[src/rtl/if_stage_if.sv]
// Instruction-memory request/response bus between the fetch stage and a
// synchronous instruction memory.
//   imem_req   : fetch request, held until imem_ack
//   imem_addr  : fetch address, stable while imem_req=1
//   imem_ack   : response valid, completes the outstanding request
//   imem_rdata : 16-bit instruction, valid with imem_ack
// master = fetch stage, slave = memory.
interface if_stage_if #(
  parameter int unsigned PC_W = 8
);
  logic            imem_req;
  logic [PC_W-1:0] imem_addr;
  logic            imem_ack;
  logic [15:0]     imem_rdata;

  modport master (
    output imem_req,
    output imem_addr,
    input  imem_ack,
    input  imem_rdata
  );

  modport slave (
    input  imem_req,
    input  imem_addr,
    output imem_ack,
    output imem_rdata
  );
endinterface

[src/rtl/if_stage.sv]
// Instruction-fetch stage feeding the decode stage's IF/ID register.
// Keeps the PC, issues one instruction-memory request at a time, buffers the
// returned words with their PCs in a small prefetch FIFO and presents the FIFO
// head downstream, honouring stall and branch redirect.
//
// Ports:
//   clk                : clock, all state on rising edge
//   rst                : asynchronous active-low reset
//   stall              : downstream not accepting, head is held
//   branch_taken       : one-cycle redirect pulse
//   branch_target      : redirect address, valid with branch_taken
//   imem               : instruction-memory bus (if_stage_if.master)
//   instruction_output : FIFO head instruction, NOP_INSTR when empty
//   pc_output          : PC of FIFO head, 0 when empty
//   instr_valid        : FIFO head valid
//   halted             : fetch halted on a halt opcode
//
// Optional feature: define FETCH_HALT_EN to stop fetching after a pushed
// instruction whose opcode [15:11] equals HALT_OPCODE. Without it, halted is
// constant 0 and the halt opcode is fetched like any other instruction.
module if_stage #(
  parameter int unsigned     PC_W        = 8,
  parameter int unsigned     FIFO_DEPTH  = 2,
  parameter logic [PC_W-1:0] RESET_PC    = '0,
  parameter logic [15:0]     NOP_INSTR   = 16'h0000,
  parameter logic [4:0]      HALT_OPCODE = 5'b11111
) (
  input  logic            clk,
  input  logic            rst,
  input  logic            stall,
  input  logic            branch_taken,
  input  logic [PC_W-1:0] branch_target,
  if_stage_if.master      imem,
  output logic [15:0]     instruction_output,
  output logic [PC_W-1:0] pc_output,
  output logic            instr_valid,
  output logic            halted
);

  localparam int unsigned INSTR_W = 16;
  localparam int unsigned PTR_W   = (FIFO_DEPTH > 1) ? $clog2(FIFO_DEPTH) : 1;
  localparam int unsigned CNT_W   = PTR_W + 1;

`ifdef FETCH_HALT_EN
  localparam bit HALT_EN = 1'b1;
`else
  localparam bit HALT_EN = 1'b0;
`endif

  typedef enum logic [1:0] {
    S_IDLE  = 2'd0,
    S_REQ   = 2'd1,
    S_FLUSH = 2'd2
  } state_t;

  typedef struct packed {
    logic [INSTR_W-1:0] instr;
    logic [PC_W-1:0]    pc;
  } entry_t;

  state_t          r_state;
  logic [PC_W-1:0] r_pc;
  logic [PC_W-1:0] r_addr;
  logic            r_req;
  logic            r_halted;
  logic [PTR_W-1:0] r_wptr;
  logic [PTR_W-1:0] r_rptr;
  logic [CNT_W-1:0] r_count;
  entry_t          r_mem [FIFO_DEPTH];
  entry_t          r_head;
  logic            r_valid;

  state_t           w_state_nxt;
  logic [PC_W-1:0]  w_pc_nxt;
  logic [PC_W-1:0]  w_addr_nxt;
  logic             w_halted_nxt;
  logic [PTR_W-1:0] w_wptr_nxt;
  logic [PTR_W-1:0] w_rptr_nxt;
  logic [CNT_W-1:0] w_count_nxt;
  entry_t           w_head_nxt;
  entry_t           w_push_entry;
  logic             w_push;
  logic             w_pop;
  logic             w_halt_hit;

  // Only an ack to a live (non-flushed) request is buffered; redirect wins.
  assign w_push       = (r_state == S_REQ) && imem.imem_ack && !branch_taken;
  assign w_pop        = r_valid && !stall && !branch_taken;
  assign w_push_entry = '{instr: imem.imem_rdata, pc: r_pc};
  assign w_halt_hit   = HALT_EN && w_push && (imem.imem_rdata[15:11] == HALT_OPCODE);

  // Next-state, PC, FIFO bookkeeping and registered-head lookahead.
  always_comb begin
    w_state_nxt  = r_state;
    w_pc_nxt     = r_pc;
    w_halted_nxt = r_halted | w_halt_hit;
    w_count_nxt  = r_count + CNT_W'(w_push) - CNT_W'(w_pop);
    w_rptr_nxt   = w_pop  ? r_rptr + PTR_W'(1) : r_rptr;
    w_wptr_nxt   = w_push ? r_wptr + PTR_W'(1) : r_wptr;
    if (w_push) begin
      w_pc_nxt = r_pc + PC_W'(1);
    end

    if (branch_taken) begin
      w_count_nxt  = '0;
      w_rptr_nxt   = '0;
      w_wptr_nxt   = '0;
      w_pc_nxt     = branch_target;
      w_halted_nxt = 1'b0;
      // An unacked outstanding request must still be drained before refetch.
      w_state_nxt  = ((r_state != S_IDLE) && !imem.imem_ack) ? S_FLUSH : S_REQ;
    end else begin
      unique case (r_state)
        S_IDLE: begin
          if ((r_count < CNT_W'(FIFO_DEPTH)) && !r_halted) begin
            w_state_nxt = S_REQ;
          end
        end
        S_REQ: begin
          if (imem.imem_ack) begin
            w_state_nxt = ((w_count_nxt < CNT_W'(FIFO_DEPTH)) && !w_halted_nxt) ? S_REQ : S_IDLE;
          end
        end
        S_FLUSH: begin
          if (imem.imem_ack) begin
            w_state_nxt = S_REQ;
          end
        end
        default: w_state_nxt = S_IDLE;
      endcase
    end

    // New address only when a fresh request starts; held otherwise (incl. flush).
    w_addr_nxt = (w_state_nxt == S_REQ) ? w_pc_nxt : r_addr;

    // Head after this edge: the word being pushed lands at the head only when
    // the FIFO is otherwise empty, which is exactly when wptr meets next rptr.
    w_head_nxt = '{instr: NOP_INSTR, pc: PC_W'(0)};
    if (w_count_nxt != '0) begin
      if (w_push && (r_wptr == w_rptr_nxt)) begin
        w_head_nxt = w_push_entry;
      end else begin
        w_head_nxt = r_mem[w_rptr_nxt];
      end
    end
  end

  // Control state and registered outputs.
  always_ff @(posedge clk or negedge rst) begin
    if (!rst) begin
      r_state  <= S_IDLE;
      r_pc     <= RESET_PC;
      r_addr   <= RESET_PC;
      r_req    <= 1'b0;
      r_halted <= 1'b0;
      r_wptr   <= '0;
      r_rptr   <= '0;
      r_count  <= '0;
      r_head   <= '{instr: NOP_INSTR, pc: PC_W'(0)};
      r_valid  <= 1'b0;
    end else begin
      r_state  <= w_state_nxt;
      r_pc     <= w_pc_nxt;
      r_addr   <= w_addr_nxt;
      r_req    <= (w_state_nxt != S_IDLE);
      r_halted <= w_halted_nxt;
      r_wptr   <= w_wptr_nxt;
      r_rptr   <= w_rptr_nxt;
      r_count  <= w_count_nxt;
      r_head   <= w_head_nxt;
      r_valid  <= (w_count_nxt != '0);
    end
  end

  // Prefetch storage; contents are don't-care until written, so no reset.
  always_ff @(posedge clk) begin
    if (w_push) begin
      r_mem[r_wptr] <= w_push_entry;
    end
  end

  assign imem.imem_req      = r_req;
  assign imem.imem_addr     = r_addr;
  assign instruction_output = r_head.instr;
  assign pc_output          = r_head.pc;
  assign instr_valid        = r_valid;
  assign halted             = r_halted;

endmodule

[src/flat_wrapper.sv]
// flat-port wrapper written by rule: the top's interface ports become plain ports
module if_stage_flat 
#(
  parameter int unsigned     PC_W        = 8,
  parameter int unsigned     FIFO_DEPTH  = 2,
  parameter logic [PC_W-1:0] RESET_PC    = '0,
  parameter logic [15:0]     NOP_INSTR   = 16'h0000,
  parameter logic [4:0]      HALT_OPCODE = 5'b11111
)
  (clk, rst, stall, branch_taken, branch_target, instruction_output, pc_output, instr_valid, halted, imem_imem_req, imem_imem_addr, imem_imem_ack, imem_imem_rdata);
  if_stage_if #(.PC_W(PC_W)) imem_i ();
  input  logic clk;
  input  logic rst;
  input  logic stall;
  input  logic branch_taken;
  input  logic [PC_W-1:0] branch_target;
  output logic [15:0] instruction_output;
  output logic [PC_W-1:0] pc_output;
  output logic instr_valid;
  output logic halted;
  output wire logic [$bits(imem_i.imem_req)-1:0] imem_imem_req;
  output wire logic [$bits(imem_i.imem_addr)-1:0] imem_imem_addr;
  input wire logic [$bits(imem_i.imem_ack)-1:0] imem_imem_ack;
  input wire logic [$bits(imem_i.imem_rdata)-1:0] imem_imem_rdata;
  assign imem_imem_req = imem_i.imem_req;
  assign imem_imem_addr = imem_i.imem_addr;
  assign imem_i.imem_ack = imem_imem_ack;
  assign imem_i.imem_rdata = imem_imem_rdata;
  if_stage #(.PC_W(PC_W), .FIFO_DEPTH(FIFO_DEPTH), .RESET_PC(RESET_PC), .NOP_INSTR(NOP_INSTR), .HALT_OPCODE(HALT_OPCODE)) u_core (.clk(clk), .rst(rst), .stall(stall), .branch_taken(branch_taken), .branch_target(branch_target), .imem(imem_i), .instruction_output(instruction_output), .pc_output(pc_output), .instr_valid(instr_valid), .halted(halted));
endmodule
[config.mk]
export PLATFORM = sky130hd
export DESIGN_NAME = if_stage_flat
export DESIGN_NICKNAME = d
export VERILOG_FILES = /design/src/rtl/if_stage_if.sv /design/src/rtl/if_stage.sv /design/src/flat_wrapper.sv
export SDC_FILE = /design/constraint.sdc
export NUM_CORES = 1
export LEC_CHECK = 0
export CAP_MARGIN = 10
export CORE_MARGIN = 10
export CORE_UTILIZATION = 30
export CTS_BUF_LIST = sky130_fd_sc_hd__clkbuf_16
export DETAILED_ROUTE_END_ITERATION = 10
export PLACE_DENSITY = 0.58
export SKIP_CTS_REPAIR_TIMING = 1
export SLEW_MARGIN = 20
export SYNTH_ARGS = -nofsm -noshare
export SYNTH_HDL_FRONTEND = slang
export SYNTH_SLANG_ARGS = --single-unit
[constraint.sdc]
create_clock -name clk -period 3.1 [get_ports clk]
set_input_delay 0.465 -clock clk [delete_from_list [all_inputs] [get_ports clk]]
set_output_delay 0.465 -clock clk [all_outputs]
set_load 0.1 [all_outputs]
==> metrics.txt, run 1 <==
VDD IR-drop max=0.361 mV; IO Port Bufs=62; Final #Nets=364; Final Critical Period=2.68 ns; status=finished clean; crit path kind=input pin to register; TritonCTS buffer count=9; Leak=1.95 nW; Slew HR=0.546; Post-Syn Area per Cell=14.7 µm²; Initial Util=0.307; overall die height=134 µm; Placer Congestion=0.738; Remaining DRCs=0; synthesis-to-layout area growth=27.1%; unrepaired setup endpoints after global routing=false; dpl hpwl=5460 µm; Die Span X=134 µm; Hold Fails Final Rpt=0; synth unique cells=40; row count=41; TritonCTS clock tree=built; Seq cells post-synth=96; gr usage total=0.0962; max-slew violations=0; Max Buffers Root-to-Sink=2; HP Class=input pin to async pin; Total Wirelength=8470 µm; first-pass GRT wire length=13400 µm; number of global-route vias before repair=2498; TritonCTS Sinks=96; Setup WS post-layout=0.423 ns; clk root buf=clkbuf_16; DR WL/cell=16.6 µm; Max-Cap Viols=0; Fin Setup TNS=0 ns; I/O Pins=64; crit path DAT=2.90 ns; share of layout cells above drive strength 1=0.240; final setup vio count=0; drt via density=4.54; Worst-path clk slew=0.07 ns; antenna violation net count after detailed routing=0; via count=2313; skew final=0.00600 ns; sequential-to-total area share from yosys stat=0.683; drt first pass iters=4; EDFF count, synth=48; Tightest Pin Transition=0.678 ns; full die area=17800 µm²; Critical Path RT=3.32 ns; commonest non-fill, non-tap cell in the layout=edfxtp_1; Fill cells=1247; crit start category=input pin; Place WS=0.0283 ns; Mapped Area=3870 µm²; Power Dens Cells=817 nW/µm²; Ant. Diodes=0; most frequent cells in the layout=48 x edfxtp_1, 47 x dfrtp_1, 45 x buf_4; CP endpoint kind=register; crit share post-route=0.864; f_max=374 MHz; Syn Nets=296; yosys warns=0; initial antenna violation count=0; DRT iter0 DRCs=85; core box area=12600 µm²; largest net degree at the start of global routing=29; worst skew pair latency=0.34 ns; async set-or-reset flop fraction in the synthesized netlist=0.500; Synth Instances=264; H-tree levels=3; Congestion Overflow GR=0; top_reg_cell synth=edfxtp_1; critical-path maximum fanout=7
flip-flops by register name, summed over array words and instances (netlist names), 2 cells and up:
signal,cells
u_core.instruction_output,16
u_core.r_pc,8
u_core.r_state,2
u_core.r_mem,48
u_core.imem.imem_addr,8
u_core.pc_output,8
u_core.r_count,2
Yosys cell counts (all sizes together), types with 2 or more instances:
cell	n	share of area
a21oi	24	0.031
and2	3	0.0049
buf	12	0.022
clkbuf	6	0.0068
dfrtp	48	0.31
edfxtp	48	0.37
ha	3	0.0097
inv	5	0.0048
mux2	9	0.034
mux2i	27	0.070
nand2	9	0.0087
nand3	3	0.0039
nand4	3	0.0065
nor2	6	0.0084
nor2b	4	0.0065
nor3	2	0.0026
nor4b	2	0.0061
o21ai	8	0.010
o22ai	24	0.039
xnor2	6	0.014
xor2	4	0.0091
power by group:
| part | leakage [nW] | switching [W] | total (W) | internal, W |
|---|---|---|---|---|
| logic | 0.757 | 0.00103 | 0.00142 | 0.000383 |
| clock network | 0.138 | 0.000471 | 0.00102 | 0.000546 |
| registers | 1.05 | 0.0000879 | 0.00159 | 0.00150 |
| total | 1.95 | 0.00159 | 0.00402 | 0.00243 |
worst paths after layout:
check	from	endpoint	slack [ns]	depth (start not counted)
min in group clk	u_core.imem.imem_addr[6]$_DFFE_PN0N_	u_core.imem.imem_addr[6]$_DFFE_PN0N_	0.52	1
worst min register to register	u_core.imem.imem_addr[6]$_DFFE_PN0N_	u_core.imem.imem_addr[6]$_DFFE_PN0N_	0.52	1
worst min-delay path	rst	u_core.instruction_output[14]$_DFF_PN0_	0.13	1
max in group asynchronous	rst	u_core.imem.imem_addr[0]$_DFFE_PN0N_	2.20	2
worst max register to register	u_core.instr_valid$_DFF_PN0_	u_core.imem.imem_addr[6]$_DFFE_PN0N_	0.57	11
worst max-delay path	stall	u_core.imem.imem_addr[6]$_DFFE_PN0N_	0.42	12
per-layer routing:
metal / global-route usage / vias up / routed length (µm)
li1: - / 1121 / -
met1: 0.117 / 1130 / 3870
met2: 0.154 / 56 / 4080
met3: 0.0387 / 6 / 459
met4: 0.0272 / 0 / 57
met5: 0 / - / 0
worst max-delay path, stage by stage:
cell,delay [ns]
clkdlybuf4s50_1,0.40
nor2b_1,0.17
nor2b_1,0.16
ha_1,0.23
inv_1,0.06
ha_1,0.16
xor2_1,0.18
xnor2_1,0.15
nor2_2,0.06
a311o_1,0.37
buf_4,0.19
mux2_4,0.30
logic make-up after synthesis:
group / Yosys count / synth area share
DFF: 96 / 0.683
muxes: 36 / 0.104
other: 1 / 0.000969
adders and majority gates: 3 / 0.00970
and+or+nand+nor: 35 / 0.0537
AOI/OAI and AO/OA: 59 / 0.0866
xor gates and xnor gates: 11 / 0.0284
buffers and inverters: 23 / 0.0339
area by class of cell:
cell class              instances  area, µm²  share of cell area
clock buffers                   9        225              0.0458
clock inverters                 7       50.0              0.0102
inverters                       5       18.8             0.00382
multi-input cells             145       1110               0.226
flip-flops and latches         96       2640               0.538
well taps                     172        215              0.0438
repair buffers                 75        653               0.133
through the flow:
step / total power, W / cell area, µm² / hold WS (ns) / instances / util
floorplan: 0.00269 / 3880 / 0.169 / 264 / -
global placement: 0.00303 / 4640 / 0.507 / 493 / 0.368
detailed placement: 0.00304 / 4640 / 0.501 / 493 / 0.368
CTS: 0.00407 / 4920 / 0.150 / 509 / 0.390
global route: 0.00420 / 4920 / 0.163 / 509 / 0.390
finish: 0.00402 / 4920 / 0.132 / 509 / 0.390
Power figures use the tool's default switching activity.
==> run 2: changes to the inputs <==
--- a/config.mk
+++ b/config.mk
@@ -6,10 +6,12 @@
 export NUM_CORES = 1
 export LEC_CHECK = 0
 export CAP_MARGIN = 10
+export CORE_ASPECT_RATIO = 0.75
 export CORE_MARGIN = 10
 export CORE_UTILIZATION = 30
 export CTS_BUF_LIST = sky130_fd_sc_hd__clkbuf_16
 export DETAILED_ROUTE_END_ITERATION = 10
+export MAX_ROUTING_LAYER = met4
 export PLACE_DENSITY = 0.58
 export SKIP_CTS_REPAIR_TIMING = 1
 export SLEW_MARGIN = 20
==> constraint.sdc (replaced) <==
create_clock -name clk -period 2.6 [get_ports clk]
set_input_delay 0.39 -clock clk [delete_from_list [all_inputs] [get_ports clk]]
set_output_delay 0.39 -clock clk [all_outputs]
set_load 0.1 [all_outputs]
==> run 2 against run 1 <==
Compared with the run above:
- critical path depth decreased by 1
- count of clock-buffer cells in the layout stayed put
- clock power grew 28%
- final cell count is 0.39% lower
- the run now ends with hold timing left
- worst setup slack got worse by 0.42 ns
- register-to-register slack lost 0.56 ns
- critical path type is now register to register
- critical endpoint is now u_core.imem.imem_addr[3]$_DFFE_PN0N_
- clock skew grew 0.0025 ns
- wire length up 4.0%
- sequential share of layout area is 1.8 points lower
==> metrics.txt, run 2 (same netlist as run 1, synthesis figures left out) <==
gr usage total=0.102 (+0.00597); largest net degree at the start of global routing=49 (+69%); overall die height=118 µm (-11%); IO Port Bufs=62 (unchanged); VDD IR-drop max=0.553 mV (+53%); status=finished with violations; f_max=386 MHz; max-slew violations=0 (unchanged); max incr delay on CP=0.47 ns (+0.07 ns); first-pass GRT wire length=13900 µm (+3.9%); Ant. Diodes=0 (unchanged); clock share of power=0.264 (+0.011); DRT iter0 DRCs=114 (+34%); Non-Filler Instances=507 (-0.39%); Placed Area=4710 µm² (+1.5%); Buf/Inv on CP=2 (-1); crit path kind=register to register; H-tree levels=3 (unchanged); post-route cell area=5090 µm² (+3.5%); drt via density=4.58 (+0.87%); Initial Util=0.311 (+0.00450); synthesis-to-layout area growth=31.5%; HP Class=input pin to async pin; full die area=17900 µm² (+0.27%); row count=35 (-15%); TritonCTS buffer count=9 (unchanged); core box area=12400 µm² (-1.4%); final setup vio count=0 (unchanged); TritonCTS clock tree=built; DR WL/cell=17.4 µm (+4.4%); drt first pass iters=4 (unchanged); Final Critical Period=2.59 ns; max reg flops=48 (unchanged); Critical Path RT=2.82 ns (-0.50 ns); crit share post-route=0.997; CP endpoint kind=register; worst-path cell with the longest stage delay=dfrtp_4; Comb power frac=0.355 (+0.003); crit path DAT=2.82 ns (-0.08 ns); initial antenna violation count=0 (unchanged); clk root buf=clkbuf_16; worst skew pair latency=0.34 ns (about the same); Max-Cap Viols=0 (unchanged); critical-path maximum fanout=4 (-3); TritonCTS Sinks=96 (unchanged); Largest Register=u_core.r_mem; Congestion Overflow GR=0 (unchanged); Placer Congestion=0.765 (+3.6%); placed insts=489 (-0.81%); Power Dens Cells=978 nW/µm² (+20%); crit start category=register; switching portion of total power=0.387 (-0.00897); Hold Fails Final Rpt=18 (+18); failing checks=hold timing; Pint=0.00305 W (+26%); antenna violation net count after detailed routing=0 (unchanged); skew final=0.00855 ns (+0.00254 ns); P_sw=0.00193 W (+21%); Total Wirelength=8810 µm (+4.0%); Remaining DRCs=0 (unchanged); multi-input logic area=1160 µm² (+4.6%); dpl hpwl=5590 µm (+2.4%); most frequent cells in the layout=48 x edfxtp_1, 47 x dfrtp_1, 44 x buf_4; Fill cells=1167 (-6.4%); number of global-route vias before repair=2527 (+1.2%); via count=2324 (+0.48%); CP delay by family, top=flip-flops; share of layout cells above drive strength 1=0.270 (+0.0294); storage element area=2650 µm² (about the same); Max Buffers Root-to-Sink=2 (unchanged); crit-path cells=nor2b_4 > nor2b_4 > ha_4 > inv_2 > ha_4 > xor2_2 > xnor2_1 > nor2_2 > a311o_1 > clkbuf_16 > mux2_4; I/O Pins=64 (unchanged); Final #Nets=368 (+1.1%); Leak=2.00 nW (+2.6%); Die Span X=151 µm (+13%); commonest non-fill, non-tap cell in the layout=edfxtp_1; hold slack=-0.0231 ns (-0.155 ns); Worst-path clk slew=0.06 ns (about the same); register share of total power=0.381 (-0.014); unrepaired setup endpoints after global routing=true
==> run 2: cell types whose count changed in the layout (fill, tap and decap cells not counted), sizes merged <==
cell,previous run,this run
clkbuf,9,10
clkinvlp,1,2
inv,7,8
bufinv,0,1
clkdlybuf4s50,27,26
clkinv,4,1
buf,48,51
dlymetal6s2s,0,1
==> run 2: layer usage <==
metal  vias to the layer above  global-route usage  routed length (µm)
li1                       1123                   -                   -
met1                      1134               0.134                4370
met2                        61               0.145                3860
met3                         6              0.0404                 513
met4                         0              0.0234                  60
met5                         -                   -                   0
==> run 2: power by group through the flow <==
stage | Sequential [W] | Combinational, W | Clock (W)
after floorplan | 0.00273 | 0.000481 | 0
after global placement | 0.00193 | 0.00173 | 0
after detailed placement | 0.00193 | 0.00175 | 0
after CTS | 0.00190 | 0.00175 | 0.00136
after global routing | 0.00192 | 0.00186 | 0.00143
final | 0.00189 | 0.00177 | 0.00131
==> run 2: path summary, 6_finish.rpt <==
path | startpoint | cells past startpoint | endpoint | slack, ns
setup / recovery | u_core.instr_valid$_DFF_PN0_ | 11 | u_core.imem.imem_addr[3]$_DFFE_PN0N_ | 0.007
hold / removal | rst | 1 | u_core.imem.imem_addr[4]$_DFFE_PN0N_ | -0.02
setup reg to reg | u_core.instr_valid$_DFF_PN0_ | 11 | u_core.imem.imem_addr[3]$_DFFE_PN0N_ | 0.007
hold reg to reg | u_core.imem.imem_addr[4]$_DFFE_PN0N_ | 1 | u_core.imem.imem_addr[4]$_DFFE_PN0N_ | 0.52
max in group asynchronous | rst | 2 | u_core.instr_valid$_DFF_PN0_ | 1.80
min in group clk | u_core.imem.imem_addr[4]$_DFFE_PN0N_ | 1 | u_core.imem.imem_addr[4]$_DFFE_PN0N_ | 0.52
==> run 2: layout make-up <==
type,instances,area share
flip-flops and latches,96,0.520
multi-input cells,145,0.229
repair buffers,79,0.148
clock buffers,9,0.0442
well taps,166,0.0408
clock inverters,7,0.0147
inverters,5,0.00369
==> run 2: metrics by stage <==
step | TNS, ns | setup WS [ns] | util | total power (W) | hold WS, ns
after global placement | -4.02 | -0.289 | 0.379 | 0.00366 | 0.347
after CTS | 0 | 0.0232 | 0.403 | 0.00500 | -0.0147
after detailed placement | -5.19 | -0.326 | 0.379 | 0.00367 | 0.357
after floorplan | -0.683 | -0.0854 | - | 0.00321 | 0.0944
final | 0 | 0.00699 | 0.409 | 0.00498 | -0.0231
after global routing | -0.321 | -0.0504 | 0.409 | 0.00520 | 0.00632
==> run 3: changes to the inputs <==
--- a/config.mk
+++ b/config.mk
@@ -12,7 +12,7 @@
 export CTS_BUF_LIST = sky130_fd_sc_hd__clkbuf_16
 export DETAILED_ROUTE_END_ITERATION = 10
 export MAX_ROUTING_LAYER = met4
-export PLACE_DENSITY = 0.58
+export PLACE_DENSITY_LB_ADDON = 0.1
 export SKIP_CTS_REPAIR_TIMING = 1
 export SLEW_MARGIN = 20
 export SYNTH_ARGS = -nofsm -noshare
==> run 3 against run 2 <==
Compared with the run above:
- the flow now finishes without violations
- non-clock buffer count grew 4
- clock skew decreased by 0.0017 ns
- count of clock-buffer cells in the layout unchanged
- combinational power is essentially flat
- global-route usage rose by 0.27 points
- utilization about the same
- cell area about the same
==> metrics.txt, run 3 (same netlist as run 1, synthesis figures left out) <==
HP Class=input pin to async pin; initial antenna violation count=0 (unchanged); r2r startpoint=u_core.instr_valid$_DFF_PN0_; storage element area=2650 µm² (unchanged); max incr delay on CP=0.47 ns (about the same); CP endpoint kind=register; TritonCTS clock tree=built; H-tree levels=3 (unchanged); R2R setup slack=0.03 ns (+0.03 ns); Critical Path RT=2.82 ns (about the same); dpl hpwl=5610 µm (+0.38%); f_max=390 MHz (+1.1%); worst setup path end=u_core.imem.imem_addr[4]$_DFFE_PN0N_; Power Dens Cells=950 nW/µm² (-2.9%); Worst-path clk slew=0.06 ns (about the same); TritonCTS buffer count=9 (unchanged); CP delay by family, top=flip-flops; register share of total power=0.392 (+0.011); full die area=17900 µm² (unchanged); worst skew pair latency=0.33 ns (about the same); TritonCTS Sinks=96 (unchanged); final setup vio count=0 (unchanged); worst-path cell with the longest stage delay=dfrtp_4; Slew HR=0.666; Final #Nets=372 (+1.1%); share of layout cells above drive strength 1=0.267 (-0.00313); gr usage total=0.105 (+0.00274); clk root buf=clkbuf_16; row count=35 (unchanged); DRT iter0 DRCs=120 (+5.3%); Max-Cap Viols=0 (unchanged); crit start category=register; Placer Congestion=0.729 (-4.7%); VDD IR-drop max=0.373 mV (-32%); crit path DAT=2.78 ns (-0.04 ns); clock share of power=0.240 (-0.024); R2R depth=11 (unchanged); I/O Pins=64 (unchanged); drt via density=4.51 (-1.5%); switching portion of total power=0.391 (+0.00376); WP depth=11 (unchanged); commonest non-fill, non-tap cell in the layout=edfxtp_1; via count=2307 (-0.73%); critical-path maximum fanout=5 (+1); Comb power frac=0.368 (+0.013); multi-input logic area=1160 µm² (-0.32%); most frequent cells in the layout=48 x edfxtp_1, 47 x buf_4, 47 x dfrtp_1; Final Critical Period=2.57 ns (-0.0276 ns); skew final=0.00681 ns (-0.00174 ns); Fill cells=1189 (+1.9%); r2r endpoint=u_core.imem.imem_addr[4]$_DFFE_PN0N_; antenna violation net count after detailed routing=0 (unchanged); status=finished clean; Util after Layout=0.409 (about the same); IO Port Bufs=62 (unchanged); Die Span X=151 µm (unchanged); Max Buffers Root-to-Sink=2 (unchanged); crit-path cells=nor2b_4 > nor2b_4 > ha_4 > inv_2 > ha_4 > xor2_2 > xnor2_1 > nor2_2 > a311o_1 > clkbuf_16 > mux2_4; Ant. Diodes=0 (unchanged); P_sw=0.00189 W (-2.0%); first-pass GRT wire length=14300 µm (+2.7%); Largest Register=u_core.r_mem; synthesis-to-layout area growth=31.4% (about the same); number of global-route vias before repair=2492 (-1.4%); DR WL/cell=17.5 µm (+0.59%); Remaining DRCs=0 (unchanged); max reg flops=48 (unchanged); Hold Fails Final Rpt=0 (-18); Pint=0.00294 W (-3.5%); Leak=2.02 nW (+0.82%); overall die height=118 µm (unchanged); max-slew violations=0 (unchanged); Congestion Overflow GR=0 (unchanged); Tightest Pin Transition=0.500 ns; CP Launch Point=u_core.instr_valid$_DFF_PN0_; hold slack=0.0176 ns (+0.0406 ns); Buf/Inv on CP=2 (unchanged); Initial Util=0.311 (unchanged); crit share post-route=0.987 (-0.0106); crit path kind=register to register; core box area=12400 µm² (unchanged); Total Wirelength=8930 µm (+1.4%); unrepaired setup endpoints after global routing=true; drt first pass iters=4 (unchanged); largest net degree at the start of global routing=49 (unchanged)
run 3: cell count changes in the layout (fill, tap and decap cells not counted), sizes merged:
| cell | delta |
|---|---|
| clkinv | +3 |
| buf | +4 |
| inv | -1 |
| clkinvlp | -1 |
| bufinv | -1 |
run 3: cell type report:
| cell class | instances | share of cell area |
|---|---|---|
| clock buffer | 9 | 0.0443 |
| clock inverter | 7 | 0.00640 |
| inverter | 5 | 0.00369 |
| multi-input combinational | 145 | 0.228 |
| sequential | 96 | 0.520 |
| tap | 166 | 0.0408 |
| timing repair buffer | 83 | 0.156 |
run 3: worst reg2reg max path, cell delays in order (launching register included):
cell       delay [ns]
dfrtp_4          0.47
nor2b_4          0.13
nor2b_4          0.13
ha_4             0.26
inv_2            0.04
ha_4             0.15
xor2_2           0.14
xnor2_1          0.16
nor2_2           0.06
a311o_1          0.44
clkbuf_16        0.20
mux2_4           0.29
run 3: power groups by stage:
stage	Combinational (W)	Clock [W]	Sequential [W]
after floorplan	0.000481	0	0.00273
after global placement	0.00175	0	0.00192
after detailed placement	0.00176	0	0.00192
after CTS	0.00177	0.00121	0.00190
after global routing	0.00187	0.00126	0.00191
final	0.00178	0.00116	0.00189
run 3: worst min-delay path by stage:
stage                                              end
2_1_floorplan     u_core.imem.imem_addr[0]$_DFFE_PN0N_
3_3_place_gp    u_core.instruction_output[9]$_DFF_PN0_
3_5_place_dp    u_core.instruction_output[9]$_DFF_PN0_
4_1_cts        u_core.instruction_output[14]$_DFF_PN0_
5_1_grt        u_core.instruction_output[14]$_DFF_PN0_
6_report       u_core.instruction_output[14]$_DFF_PN0_
run 3: through the flow:
step | instances | instance area, µm² | worst slack (ns) | power, W | setup TNS [ns]
global placement | 492 | 4750 | -0.287 | 0.00368 | -4.16
CTS | 508 | 5010 | 0.0339 | 0.00487 | 0
finish | 511 | 5090 | 0.0346 | 0.00483 | 0
detailed placement | 492 | 4750 | -0.324 | 0.00369 | -5.50
floorplan | 264 | 3910 | -0.0854 | 0.00321 | -0.683
global route | 511 | 5090 | -0.0367 | 0.00505 | -0.209
run 3: routing by layer:
metal / share of wire / global-route usage
met1: 0.49 / 0.138
met2: 0.45 / 0.152
met3: 0.042 / 0.0328
met4: 0.012 / 0.0306
met5: 0 / -
